File: config.mk
export PLATFORM = sky130hd
export DESIGN_NAME = ps2_box_motion_controller
export DESIGN_NICKNAME = d
export VERILOG_FILES = /design/src/rtl/ps2_box_motion_controller.sv
export SDC_FILE = /design/constraint.sdc
export NUM_CORES = 1
export LEC_CHECK = 0
export ABC_AREA = 0
export CAP_MARGIN = 10
export CORE_ASPECT_RATIO = 1.1
export CORE_MARGIN = 2
export CORE_UTILIZATION = 45
export CTS_CLUSTER_DIAMETER = 120
export CTS_CLUSTER_SIZE = 30
export DETAILED_ROUTE_END_ITERATION = 12
export PLACE_DENSITY = 0.69
export SLEW_MARGIN = 20
export SYNTH_ARGS = -nofsm -noshare
export SYNTH_HDL_FRONTEND = slang
export SYNTH_SLANG_ARGS = --single-unit
export TNS_END_PERCENT = 30
File: constraint.sdc
create_clock -name clk -period 3.5 [get_ports clk]
set_input_delay 0.525 -clock clk [delete_from_list [all_inputs] [get_ports clk]]
set_output_delay 0.525 -clock clk [all_outputs]
set_load 0.05 [all_outputs]
File: src/rtl/ps2_box_motion_controller.sv
// PS/2 arrow/WASD decoder plus per-frame box motion with edge clamping.
// Held-key state is merged with the push-buttons once per frame, and the
// result steps the box's top-left corner while keeping it fully on screen.
module ps2_box_motion_controller #(
  parameter int VIDEO_WIDTH    = 640,
  parameter int VIDEO_HEIGHT   = 480,
  parameter int BOX_SIZE       = 50,
  parameter int STEP           = 1,
  parameter int INIT_X         = 100,
  parameter int INIT_Y         = 100,
  parameter int PREFIX_TIMEOUT = 1000000
) (
  input  logic       clk,
  input  logic       reset,
  input  logic [7:0] rx_data,
  input  logic       read_data,
  input  logic       screenEnd,
  input  logic       btn_up,
  input  logic       btn_right,
  input  logic       btn_down,
  input  logic       btn_left,
  output logic [9:0] box_x,
  output logic [9:0] box_y,
  output logic [3:0] keys_held,
  output logic       moved
);

  // Held-key bit positions within {up, right, down, left}
  localparam int K_UP    = 3;
  localparam int K_RIGHT = 2;
  localparam int K_DOWN  = 1;
  localparam int K_LEFT  = 0;

  localparam int CNT_W = $clog2(PREFIX_TIMEOUT + 1);
  localparam logic [CNT_W-1:0] CNT_LAST = CNT_W'(PREFIX_TIMEOUT - 1);

  // Motion arithmetic is one bit wider than the coordinates so that
  // position + size + step can never wrap before the limit compare.
  localparam logic [10:0] STEP_W  = 11'(STEP);
  localparam logic [10:0] SIZE_W  = 11'(BOX_SIZE);
  localparam logic [10:0] X_LIMIT = 11'(VIDEO_WIDTH);
  localparam logic [10:0] Y_LIMIT = 11'(VIDEO_HEIGHT);

  typedef enum logic [1:0] {
    ST_IDLE,
    ST_EXT,
    ST_BRK,
    ST_EXT_BRK
  } state_t;

  // Set-2 codes of the non-extended letter keys, mapped to held bits
  function automatic logic [3:0] letter_mask(input logic [7:0] code);
    logic [3:0] m;
    m = 4'b0000;
    case (code)
      8'h1D:   m[K_UP]    = 1'b1;  // W
      8'h1B:   m[K_DOWN]  = 1'b1;  // S
      8'h1C:   m[K_LEFT]  = 1'b1;  // A
      8'h23:   m[K_RIGHT] = 1'b1;  // D
      default: m = 4'b0000;
    endcase
    return m;
  endfunction

  // Set-2 codes of the E0-prefixed arrow keys, mapped to held bits
  function automatic logic [3:0] arrow_mask(input logic [7:0] code);
    logic [3:0] m;
    m = 4'b0000;
    case (code)
      8'h75:   m[K_UP]    = 1'b1;
      8'h72:   m[K_DOWN]  = 1'b1;
      8'h6B:   m[K_LEFT]  = 1'b1;
      8'h74:   m[K_RIGHT] = 1'b1;
      default: m = 4'b0000;
    endcase
    return m;
  endfunction

  // Step toward the far edge, clamping so the box stays fully visible
  function automatic logic [9:0] step_inc(input logic [9:0] pos,
                                          input logic [10:0] lim);
    logic [10:0] p;
    p = {1'b0, pos};
    if (p + SIZE_W + STEP_W <= lim) begin
      return 10'(p + STEP_W);
    end
    return 10'(lim - SIZE_W);
  endfunction

  // Step toward zero, clamping at the origin
  function automatic logic [9:0] step_dec(input logic [9:0] pos);
    logic [10:0] p;
    p = {1'b0, pos};
    if (p >= STEP_W) begin
      return 10'(p - STEP_W);
    end
    return 10'd0;
  endfunction

  state_t           r_state;
  state_t           w_state_nxt;
  logic [CNT_W-1:0] r_cnt;
  logic [CNT_W-1:0] w_cnt_nxt;
  logic [3:0]       r_keys;
  logic [3:0]       w_set;
  logic [3:0]       w_clr;
  logic             r_se_q;
  logic             w_tick;
  logic [3:0]       w_dir;
  logic [9:0]       r_box_x;
  logic [9:0]       r_box_y;
  logic [9:0]       w_x_nxt;
  logic [9:0]       w_y_nxt;
  logic             r_moved;

  // Decoder state, prefix timeout counter and held-key register
  always_ff @(posedge clk or negedge reset) begin
    if (!reset) begin
      r_state <= ST_IDLE;
      r_cnt   <= '0;
      r_keys  <= 4'b0000;
    end else begin
      r_state <= w_state_nxt;
      r_cnt   <= w_cnt_nxt;
      r_keys  <= (r_keys | w_set) & ~w_clr;
    end
  end

  // Next-state decode: a byte is consumed only in its strobe cycle; a
  // prefix state abandoned by the keyboard falls back to IDLE untouched.
  always_comb begin
    w_state_nxt = r_state;
    w_cnt_nxt   = r_cnt;
    w_set       = 4'b0000;
    w_clr       = 4'b0000;
    if (read_data) begin
      w_cnt_nxt = '0;
      case (r_state)
        ST_IDLE: begin
          if (rx_data == 8'hE0) begin
            w_state_nxt = ST_EXT;
          end else if (rx_data == 8'hF0) begin
            w_state_nxt = ST_BRK;
          end else begin
            w_set = letter_mask(rx_data);
          end
        end
        ST_EXT: begin
          if (rx_data == 8'hF0) begin
            w_state_nxt = ST_EXT_BRK;
          end else begin
            w_set       = arrow_mask(rx_data);
            w_state_nxt = ST_IDLE;
          end
        end
        ST_BRK: begin
          w_clr       = letter_mask(rx_data);
          w_state_nxt = ST_IDLE;
        end
        ST_EXT_BRK: begin
          w_clr       = arrow_mask(rx_data);
          w_state_nxt = ST_IDLE;
        end
        default: w_state_nxt = ST_IDLE;
      endcase
    end else if (r_state != ST_IDLE) begin
      if (r_cnt == CNT_LAST) begin
        w_state_nxt = ST_IDLE;
        w_cnt_nxt   = '0;
      end else begin
        w_cnt_nxt = r_cnt + 1'b1;
      end
    end else begin
      w_cnt_nxt = '0;
    end
  end

  // Frame-end edge detector: one tick per high period of screenEnd
  always_ff @(posedge clk or negedge reset) begin
    if (!reset) begin
      r_se_q <= 1'b0;
    end else begin
      r_se_q <= screenEnd;
    end
  end

  assign w_tick = screenEnd & ~r_se_q;
  // Uses the registered key state, so a same-cycle strobe waits a frame
  assign w_dir  = r_keys | {btn_up, btn_right, btn_down, btn_left};

  // Per-axis move; opposing directions on one axis cancel out
  always_comb begin
    w_x_nxt = r_box_x;
    w_y_nxt = r_box_y;
    case ({w_dir[K_RIGHT], w_dir[K_LEFT]})
      2'b10:   w_x_nxt = step_inc(r_box_x, X_LIMIT);
      2'b01:   w_x_nxt = step_dec(r_box_x);
      default: w_x_nxt = r_box_x;
    endcase
    case ({w_dir[K_DOWN], w_dir[K_UP]})
      2'b10:   w_y_nxt = step_inc(r_box_y, Y_LIMIT);
      2'b01:   w_y_nxt = step_dec(r_box_y);
      default: w_y_nxt = r_box_y;
    endcase
  end

  // Box position update and moved pulse, once per frame tick
  always_ff @(posedge clk or negedge reset) begin
    if (!reset) begin
      r_box_x <= 10'(INIT_X);
      r_box_y <= 10'(INIT_Y);
      r_moved <= 1'b0;
    end else if (w_tick) begin
      r_box_x <= w_x_nxt;
      r_box_y <= w_y_nxt;
      r_moved <= (w_x_nxt != r_box_x) || (w_y_nxt != r_box_y);
    end else begin
      r_moved <= 1'b0;
    end
  end

  assign box_x     = r_box_x;
  assign box_y     = r_box_y;
  assign keys_held = r_keys;
  assign moved     = r_moved;

endmodule
==> results_dict.tcl, run 1 <==
set metrics [dict create \
    status "finished clean" \
    io_buffers 40 \
    clk_pin_slew_worst_paths_ns 0.11 \
    path_depth 11 \
    crit_start "box_x[0]$_DFFE_PN0P_" \
    antenna_found_initial 0 \
    area_delta_synth_final_pct 16.1 \
    final_nets 584 \
    fillers 850 \
    drt_first_iter_violations 492 \
    cp.required_ns 3.68 \
    cp-start-kind "flop" \
    pin_count 41 \
    clockRootBuffer "clkbuf_8" \
    endpoint "moved$_DFF_PN0_" \
    yosysWarnings 0 \
    postRouteAntennaNets 0 \
    n_antenna_cell 0 \
    rsz0062_at_grt "no" \
    grt_pass1_wl_mm 19.5 \
    critical_path.slowest_cell "or4b_4" \
    cp.buffers_inverters 2 \
    initial_core_util_pct 45.9 \
    synth_edf_count 0 \
    synth-main-ff-cell "dfrtp_1" \
    end_kind "flop" \
    cts.sinks 48 \
    path_cells "inv_1 > ha_1 > or4b_4 > o41a_1 > buf_4 > nand2_1 > o21ai_1 > a22o_1 > mux2i_1 > o41ai_1 > a41oi_1" \
    gp_congestion 1.09 \
    path_class "reg2reg" \
    layout-drive-gt1-share_pct 10.6 \
    rrSetupSlack_ns 0.39 \
    cpPeakStageDelay_ns 0.53 \
    hold_ws_ns 0.236 \
    ctsResizeCount 0 \
    worst_slew_pin_slew_ns 0.698 \
    r2r-end "moved$_DFF_PN0_" \
    clock_path_buffers 2 \
    overflow 0 \
    firstDrtPassIters 7 \
    synthesis.nets 549 \
    min_period_over_period_pct 88.9 \
    placed_cell_area_um2 4610 \
    post-dp-hpwl_mm 8.30 \
    clock.fmax_mhz 321 \
    core_area_um2 8830 \
    synthArstFlopShare_pct 100 \
    insertion_delay_ns 0.32 \
    via_count 4216 \
    final_common_cell "nor2_1" \
    worst_r2r_path_depth 11 \
    design.die.area_um2 9790 \
    grt_max_degree 31 \
    ir_drop_v 0.000239 \
    ys_seq_elements 48 \
    cts_tree "done" \
    rows 36 \
    fin_setup_tns_ns 0 \
    grt_usage_pct 24.2 \
    hold_class "in2async" \
    final_cell_mix "nor2_1, nand2_1, dfrtp_1, clkdlybuf4s50_1, o21ai_0" \
    setup_viol 0 \
    htreeDepth 2 \
    cp_max_fo 9 \
    slew_headroom_pct 52.8 \
    critical_path.top_delay_family "compound AO/OA/AOI/OAI gates" \
    wl_per_cell_um 16.9 \
    syn_avg_cell_area_um2 7.77 \
    synth.cell_area_um2 4060 \
    routed_via_density 6.27 \
    leakagePower_nw 1.81 \
    drv_cap 0 \
    maxSlewViolCount 0 \
    ys_types 72 \
    wl_mm 11.4 \
    drc_errors 0 \
    stdcell_area_um2 4710 \
    synth_seq_area_share_pct 29.8 \
    cts_hold_buf 0 \
    grt_pass1_vias 3936 \
    arrival_ns 3.29 \
    worst_clock_skew_ns 0.0110 \
    reg2reg_from "box_x[0]$_DFFE_PN0P_" \
    fin_crit_ns 3.11 \
    synth_cells 522 \
    powerDensity_nw_per_um2 667 \
    die_h_um 104 \
    dieWidth_um 94.5 \
    hold_viol 0 \
    cts_buffers 5 \
    post-route-util_pct 53.3 \
    cts_setup_buffers 0 \
]
==> routing by layer <==
metal	share of wire [%]	GRT usage, %	wire (um)
met1	43	35.2	4900
met2	47	36.2	5360
met3	7.5	4.44	856
met4	2.2	7.87	250
met5	0	0	0
==> kinds of logic (layout without fill, tap and decap cells) <==
family                     Yosys count  count (layout)  share of synthesized area, %
and+or+nand+nor                    221             221                          28.1
xor gates and xnor gates            20              20                          4.32
AOI/OAI and AO/OA                  163             163                          27.6
adders and majority gates           11              11                          3.39
DFF                                 48              48                          29.8
buffers and inverters               53              89                          5.34
muxes                                6               6                          1.51
==> power breakdown <==
group / internal (W) / leakage, nW / total [W] / switching, W
sequential: 0.000669 / 0.626 / 0.000883 / 0.000214
clock: 0.000166 / 0.0522 / 0.000385 / 0.000219
combinational: 0.000692 / 1.13 / 0.00187 / 0.00118
total: 0.00153 / 1.81 / 0.00314 / 0.00162
==> worst min path at each step <==
| stage | from | endpoint | slack [ns] | depth (start not counted) |
|---|---|---|---|---|
| floorplan | reset | box_x[0]$_DFFE_PN0P_ | 0.23 | 0 |
| global placement | r_cnt[0]$_DFF_PN0_ | r_cnt[0]$_DFF_PN0_ | 0.48 | 1 |
| detailed placement | r_cnt[0]$_DFF_PN0_ | r_cnt[0]$_DFF_PN0_ | 0.49 | 1 |
| CTS | reset | r_state[0]$_DFFE_PN0P_ | 0.27 | 1 |
| global route | reset | keys_held[3]$_DFF_PN0_ | 0.30 | 1 |
| finish | reset | r_cnt[16]$_DFF_PN0_ | 0.24 | 1 |
==> flip-flops by register name, indices dropped and copies added (netlist names) <==
register   flops
r_state        2
keys_held      4
moved          1
r_se_q         1
box_y         10
box_x         10
r_cnt         20
==> cells in the mapped netlist, types with 6 or more instances <==
cell	count	share of area (%)
nor2_1	60	5.6
nand2_1	55	5.1
dfrtp_1	42	26
o21ai_0	38	4.7
a21oi_1	35	4.3
clkbuf_1	24	2.2
inv_1	20	1.9
nand3_1	17	2.1
a31oi_1	11	1.7
ha_1	11	3.4
nor3_1	10	1.2
xnor2_1	10	2.2
xor2_1	10	2.2
nand4_1	9	1.4
and3_1	8	1.2
buf_2	8	0.99
o22ai_1	8	1.2
o211ai_1	7	1.3
o21ai_1	7	0.86
or2_2	7	1.1
a41oi_1	6	1.3
dfstp_2	6	3.9
nand2b_1	6	0.93
nor2b_1	6	0.93
o31ai_1	6	1.1
==> through the flow <==
step	power, W	setup slack [ns]	std cells
2_1_floorplan	0.00216	0.335	522
3_3_place_gp	0.00271	0.365	664
3_5_place_dp	0.00272	0.269	664
4_1_cts	0.00311	0.414	672
5_1_grt	0.00334	0.0850	672
6_report	0.00314	0.389	672
==> cell type report <==
cell class	instances	area (um2)	share of cell area [%]
clock buffers	6	82.6	1.75
well taps	114	143	3.03
repair buffers	61	553	11.7
multi-input cells	421	2630	55.8
flip-flops and latches	48	1210	25.7
clock inverters	2	17.5	0.372
inverters	20	75.1	1.59
Power figures use the tool's default switching activity.
==> run 2, diff against run 1 <==
CORE_UTILIZATION = 58   (was 45)
PLACE_DENSITY = 0.85   (was 0.69)
==> run 2 against run 1 <==
Net effect: count of clock-buffer cells in the layout down 1; wire length up 0.82%; final area fell by 0.74%; sequential share of layout area is 0.19 points higher; worst setup slack got worse by 0.058 ns; final cell count shrank 5.5%; total power grew 2.8%; global-route usage is 5.9 points higher; sequential power up 2.9%; critical path type unchanged; critical endpoint unchanged; largest power group unchanged.
==> results_dict.tcl, run 2 (synthesis results as in run 1) <==
set metrics [dict create \
    dp_slack_ns 0.299 \
    finalNonFillerCells 635 \
    path_class "reg2reg" \
    end_kind "flop" \
    p_switching_w 0.00161 \
    slew_headroom_pct 44.4 \
    r2r-end "moved$_DFF_PN0_" \
    worst_clock_skew_ns 0.0109 \
    final_cell_mix "nor2_1, nand2_1, dfrtp_1, clkdlybuf4s50_1, o21ai_0" \
    wl_mm 11.5 \
    leakagePower_nw 1.80 \
    initial_core_util_pct 60.8 \
    maxSlewViolCount 0 \
    setup_viol 0 \
    p_sw_share_pct 49.7 \
    area_delta_synth_final_pct 15.3 \
    clock.fmax_mhz 316 \
    wl_per_cell_um 18.1 \
    largest_reg_flops 20 \
    grt_pass1_vias 3869 \
    fin_setup_tns_ns 0 \
    fin_crit_ns 3.17 \
    cts.sinks 48 \
    grt_usage_pct 30.1 \
    power_frac_comb_pct 56.4 \
    placed_cell_area_um2 4530 \
    stdcell_area_um2 4670 \
    post-dp-hpwl_mm 8.21 \
    gp_congestion 0.978 \
    power.internal_w 0.00162 \
    clock_path_buffers 2 \
    firstDrtPassIters 6 \
    die_h_um 91.7 \
    insertion_delay_ns 0.31 \
    postRouteAntennaNets 0 \
    drc_errors 0 \
    cts_buffers 5 \
    ir_drop_v 0.000541 \
    cts_setup_buffers 0 \
    status "finished clean" \
    overflow 0 \
    via_count 4276 \
    hold_viol 0 \
    hold_class "in2async" \
    drt_first_iter_violations 664 \
    rrSetupSlack_ns 0.33 \
    cp_max_fo 10 \
    final_nets 579 \
    design.die.area_um2 7680 \
    p_clk_share_pct 15.5 \
    dp_cells 627 \
    final_common_cell "nor2_1" \
    rsz0062_at_grt "no" \
    antenna_found_initial 0 \
    worst_r2r_path_depth 10 \
    grt_max_degree 49 \
    clockRootBuffer "clkbuf_8" \
    cp.required_ns 3.67 \
    dieWidth_um 83.7 \
    regMostFlops "r_cnt" \
    cts_tree "done" \
    min_period_over_period_pct 90.6 \
    grt_pass1_wl_mm 19.0 \
    clk_pin_slew_worst_paths_ns 0.11 \
    cp-start-kind "flop" \
    rows 31 \
    routed_via_density 6.73 \
    pin_count 41 \
    drv_cap 0 \
    htreeDepth 2 \
    arrival_ns 3.34 \
    layout-drive-gt1-share_pct 9.95 \
    powerDensity_nw_per_um2 691 \
    pwr-share-seq_pct 28.1 \
    reg2reg_from "box_y[0]$_DFFE_PN0P_" \
    setup_ws_ns 0.330 \
    core_area_um2 6670 \
    n_antenna_cell 0 \
    crit_start "box_y[0]$_DFFE_PN0P_" \
    io_buffers 40 \
    worst_slew_pin_slew_ns 0.828 \
]
[run 2: changes by cell type in the layout (fill, tap and decap cells not counted), sizes merged]
cell	before	now
inv	22	21
clkbuf	6	5
buf	22	17
bufinv	0	2
[run 2: power groups by stage]
stage | sequential, W | clock (W) | combinational, W
after floorplan | 0.00109 | 0 | 0.00107
after global placement | 0.000898 | 0 | 0.00176
after detailed placement | 0.000910 | 0 | 0.00178
after CTS | 0.000898 | 0.000504 | 0.00179
after global routing | 0.000930 | 0.000528 | 0.00195
final | 0.000909 | 0.000500 | 0.00182
[run 2: what timing repair did]
action                     CTS  global route
gates resized for setup      0             1
setup endpoints to repair    0             1
hold buffers                 0             0
[run 2: worst max-delay path by stage]
stage                       to  depth (start not counted)
6_report       moved$_DFF_PN0_                         10
5_1_grt        moved$_DFF_PN0_                         10
4_1_cts        moved$_DFF_PN0_                         10
3_5_place_dp   moved$_DFF_PN0_                         10
3_3_place_gp   moved$_DFF_PN0_                         10
2_1_floorplan  moved$_DFF_PN0_                         12
[run 2: area by class of cell]
class / count / area (um2)
sequential: 48 / 1210
timing repair buffer: 56 / 518
tap: 82 / 103
clock inverter: 3 / 68.8
multi-input combinational: 421 / 2630
fill: 573 / 2000
clock buffer: 5 / 68.8
inverter: 20 / 75.1
[run 2: critical path, cell delays in order, from the launching register on]
cell and delay [ns]:
dfrtp_1 0.50, inv_1 0.18, ha_1 0.31, nor3b_2 0.36, nand3_2 0.16, o41ai_4 0.45, o31ai_1 0.13, a221oi_1 0.34
o221ai_1 0.17, o41ai_1 0.26, a41oi_1 0.16
[run 2: metrics by stage]
| stage | hold slack [ns] | util, % | power (W) |
|---|---|---|---|
| after detailed placement | 0.498 | 67.9 | 0.00269 |
| after global routing | 0.271 | 70.1 | 0.00341 |
| after global placement | 0.475 | 67.9 | 0.00266 |
| after CTS | 0.448 | 70.0 | 0.00319 |
| final | 0.212 | 70.1 | 0.00323 |
| after floorplan | 0.229 | - | 0.00216 |
[run 2: per-layer routing]
metal,GRT usage (%),vias up,part of all wire [%]
li1,-,1989,-
met1,42.3,2002,42
met3,4.23,31,8.6
met4,6.32,0,2.0
met5,0,-,0
met2,49.7,254,48
